## src/rtl/instruction_fetch_unit.sv

```systemverilog
// Fetch stage: owns the PC, drives the instruction ROM address and fills the IF/ID register.
// Handles decode stalls, EX redirects and an EBREAK halt that freezes fetch until a redirect.
module instruction_fetch_unit #(
    parameter logic [31:0] RESET_PC     = 32'h0000_0000,
    parameter logic [31:0] NOP_INSTR    = 32'h0000_0013,
    parameter logic [31:0] EBREAK_INSTR = 32'h0010_0073
) (
    input  logic        clk_i,
    input  logic        rst_ni,
    output logic [31:0] imem_pc_o,
    input  logic [31:0] imem_instr_i,
    input  logic        stall_i,
    input  logic        redirect_valid_i,
    input  logic [31:0] redirect_pc_i,
    output logic [31:0] if_id_instr_o,
    output logic [31:0] if_id_pc_o,
    output logic [31:0] if_id_pc_plus4_o,
    output logic        if_id_valid_o,
    output logic        halted_o,
    output logic [31:0] fetch_count_o
);

    typedef enum logic {
        RUN  = 1'b0,
        HALT = 1'b1
    } state_e;

    state_e      state_q, state_d;
    logic [31:0] pc_q, pc_d;
    logic [31:0] instr_q, instr_d;
    logic [31:0] ifpc_q, ifpc_d;
    logic [31:0] ifpc4_q, ifpc4_d;
    logic        valid_q, valid_d;
    logic [31:0] count_q, count_d;
    logic [31:0] pcPlus4;

    assign pcPlus4 = pc_q + 32'd4;

    // Priority: redirect beats stall, stall freezes everything, then RUN fetch or HALT bubble.
    always_comb begin
        state_d = state_q;
        pc_d    = pc_q;
        instr_d = instr_q;
        ifpc_d  = ifpc_q;
        ifpc4_d = ifpc4_q;
        valid_d = valid_q;
        count_d = count_q;
        if (redirect_valid_i) begin
            pc_d    = {redirect_pc_i[31:2], 2'b00};
            instr_d = NOP_INSTR;
            valid_d = 1'b0;
            state_d = RUN;
        end else if (stall_i) begin
            state_d = state_q;
        end else if (state_q == RUN) begin
            instr_d = imem_instr_i;
            ifpc_d  = pc_q;
            ifpc4_d = pcPlus4;
            valid_d = 1'b1;
            pc_d    = pcPlus4;
            count_d = count_q + 32'd1;
            if (imem_instr_i == EBREAK_INSTR) begin
                state_d = HALT;
            end
        end else begin
            instr_d = NOP_INSTR;
            valid_d = 1'b0;
        end
    end

    always_ff @(posedge clk_i or negedge rst_ni) begin
        if (!rst_ni) begin
            state_q <= RUN;
            pc_q    <= RESET_PC;
            instr_q <= NOP_INSTR;
            ifpc_q  <= 32'h0;
            ifpc4_q <= 32'h0;
            valid_q <= 1'b0;
            count_q <= 32'h0;
        end else begin
            state_q <= state_d;
            pc_q    <= pc_d;
            instr_q <= instr_d;
            ifpc_q  <= ifpc_d;
            ifpc4_q <= ifpc4_d;
            valid_q <= valid_d;
            count_q <= count_d;
        end
    end

    assign imem_pc_o        = pc_q;
    assign if_id_instr_o    = instr_q;
    assign if_id_pc_o       = ifpc_q;
    assign if_id_pc_plus4_o = ifpc4_q;
    assign if_id_valid_o    = valid_q;
    assign halted_o         = (state_q == HALT);
    assign fetch_count_o    = count_q;

endmodule

```

## config.mk

```make
export PLATFORM = sky130hd
export DESIGN_NAME = instruction_fetch_unit
export DESIGN_NICKNAME = d
export VERILOG_FILES = /design/src/rtl/instruction_fetch_unit.sv
export SDC_FILE = /design/constraint.sdc
export NUM_CORES = 1
export LEC_CHECK = 0
export CORE_MARGIN = 2
export CORE_UTILIZATION = 50
export DETAILED_ROUTE_END_ITERATION = 16
export PLACE_DENSITY_LB_ADDON = 0.15
export SLEW_MARGIN = 20
export SYNTH_ARGS = -nofsm -noshare
export SYNTH_HDL_FRONTEND = slang
export SYNTH_SLANG_ARGS = --single-unit
```

## constraint.sdc

```tcl
create_clock -name clk_i -period 4 [get_ports clk_i]
set_input_delay 0.8 -clock clk_i [delete_from_list [all_inputs] [get_ports clk_i]]
set_output_delay 0.8 -clock clk_i [all_outputs]
set_load 0.02 [all_outputs]
```

==> results.md <==
* Synthesis warning total at 0
* Startpoint types: input pin
* Pin count of the biggest net entering global routing at 93
* Inserted Clock Buffers at 17
* Rel. slew slack at 0.420
* Fill count at approximately 1.0k
* Final setup viols at 0
* Hold Crit Class: input pin to async pin
* Sink Count at 156
* Count of cell types in the netlist at 44
* Share of cells above drive strength 1 at 0.0554
* Via count at 6393
* Fin. max-slew vios at 0
* Vias in the first global route at around 6.1k
* Worst Path Max Fanout at 10
* Final min period at 2.78 ns
* Total core area at about 14000 sq um
* Area share of the largest cell type after synthesis at 0.533
* Die H at around 120 um
* Gr usage total at 0.265
* CTS Root Buffer Type: clkbuf_16
* Worst setup EP type: flip-flop
* Power density cells at ~450 nW/um^2
* Worst Max-Slew Pin Slew at roughly 0.87 ns
* First-pass GRT wire length at 31400 um
* CTS Buffer Depth at 2
* Fin. Hold Viols at 0
* DP HPWL at 13700 um
* WL/cell at 17.9 um
* Flops & latches, synth at 156
* Layout Nets at 995
* Iter 0 DRT Violations at 470
* Peak VDD IR at approximately 0.28 mV
* Status: complete, no violations
* Die area at 15300 sq um
* Setup CP Type: input pin to flip-flop
* Mean Syn Cell Area at 9.79 sq um
* Area of the multi-input gates at 3010 sq um
* Total wire length at 20000 um
* Sequential-to-total area share from yosys stat at 0.544
* Syn Inst Count at about 730
* Rows at 43
* Top FF cell, synth: dfrtp_1
* Setup bufs post-CTS at 0
* Hold_ws at 0.428 ns
* PortBufs at 221
* Highest clock rate at 360 MHz
* Post-CTS resize count at 0
* GRT overflow at 0
* MaxCap Viol Count at 0
* Drt pass-1 iters at 5
* Routability Congestion at around 0.85
* Async set-reset flop share out of synthesis at 1.00
* Die span in x at about 120 um
* DRC at 0
* Htree depth at 4
* CTS tree: done
* Synthesized area at between 7000 and 8000 sq um
* Clock Latency Late Sink at 0.42 ns
* RSZ-0062 raised after global routing: no
* Pwr Total at 4.53 mW
* IO Pins at 230
* Area contributors post-synth: dfrtp_1 53%, nand2_1 7.5%, xnor2_1 5.1%, a22o_1 3.5%, a31oi_1 2.9%
* Fin Setup TNS at 0 ns
* Diodes inserted at 0
* FF+latch area at 3910 sq um
* Clk_skew at 0.00727 ns
* Layout overhead on the synthesized area at 40.2%
* WP data required at 4.34 ns
* Static Leak at 4.13 nW
* Count leader, synth: dfrtp_1
* WP data arrival at 3.12 ns
* Final Cycle Share at 0.695
* Fin util at 0.722
* DRT antenna net count at 0
* Antenna violations before repair at 0
* List of most frequent post-synthesis cells: 153 x dfrtp_1, 143 x nand2_1, 44 x nor2_1
* Cell taking the most area after synthesis: dfrtp_1
* EDFF count, synth at 0
* Mean number of vias per cell at roughly 5.7
* Cts hold-fix bufs at 0
* Worst-path clk slew at 0.06 ns
* Initial Util at 0.515
[power by group]
group	leakage [nW]	total, mW	switching (mW)	internal, mW
logic	1.91	0.989	0.523	0.466
clock network	0.279	1.62	0.625	0.995
registers	1.95	1.92	0.172	1.75
[cell usage in the layout, fill, tap and decap left out, types with 4 or more instances in the layout]
cell / count
a22o_1: 29
a31oi_1: 33
and2_1: 4
and3_1: 7
and4_1: 5
buf_4: 8
clkbuf_16: 17
clkdlybuf4s50_1: 220
clkinvlp_4: 4
conb_1: 6
dfrtp_1: 153
inv_1: 4
nand2_1: 142
nand3_1: 25
nand4_1: 28
nor2_1: 43
nor3_1: 8
nor4_1: 12
o21ai_0: 38
o31ai_1: 20
or3_1: 12
or4_1: 23
xnor2_1: 42
xor2_1: 11
[cell type report]
type	instances	area share
clock buffers	21	0.0448
repair buffers	231	0.230
clock inverters	11	0.0143
multi-input cells	515	0.299
well taps	180	0.0224
inverters	4	0.00149
flip-flops and latches	156	0.388
[path summary, 6_finish.rpt]
| path | startpoint | to | slack [ns] | cells past startpoint |
|---|---|---|---|---|
| max reg2reg | imem_pc_o[2]$_DFFE_PN0N_ | imem_pc_o[24]$_DFFE_PN0N_ | 1.34 | 5 |
| max in group asynchronous | rst_ni | if_id_instr_o[0]$_DFFE_PN1P_ | 2.61 | 2 |
| min reg2reg | if_id_pc_o[25]$_DFFE_PN0P_ | if_id_pc_o[25]$_DFFE_PN0P_ | 0.47 | 2 |
| min in group clk_i | if_id_pc_o[25]$_DFFE_PN0P_ | if_id_pc_o[25]$_DFFE_PN0P_ | 0.47 | 2 |
| max | stall_i | imem_pc_o[31]$_DFFE_PN0N_ | 1.22 | 5 |
| min | rst_ni | fetch_count_o[27]$_DFFE_PN0P_ | 0.43 | 1 |
[cell families after synthesis]
kind of cell,share of synthesized area
AO/OA/AOI/OAI,0.121
AND/OR/NAND/NOR,0.224
buffers and inverters,0.0413
multiplexers,0.00139
adder cells (fa/ha/maj),0.00348
flip-flops,0.544
XOR/XNOR,0.0647
other,0.000522
[flip-flops by register name, indices dropped and copies added (netlist names)]
register          count
if_id_valid_o         1
halted_o              1
fetch_count_o        32
if_id_instr_o        32
imem_pc_o            30
if_id_pc_plus4_o     30
if_id_pc_o           30
[worst max-delay path, cell delays in order]
cell and delay (ns):
clkdlybuf4s50_1 0.56, or2_2 0.39, or4_1 0.70, or4_1 0.51
a31oi_1 0.16
[per-stage QoR]
stage          std cells  setup slack, ns  instance area [sq um]
2_1_floorplan        738             1.48                   7200
3_3_place_gp        1086            0.796                   9470
3_5_place_dp        1086            0.788                   9470
4_1_cts             1118             1.22                  10100
5_1_grt             1118             1.14                  10100
6_report            1118             1.22                  10100
[routing by layer]
layer	global-route usage	up-vias	wire length, um
met2	0.430	262	9760
met5	0	-	0
met4	0.0845	0	313
met3	0.0701	27	1600
met1	0.349	3117	8340
li1	-	2987	-
No activity file was read; power rests on OpenSTA's default activity.
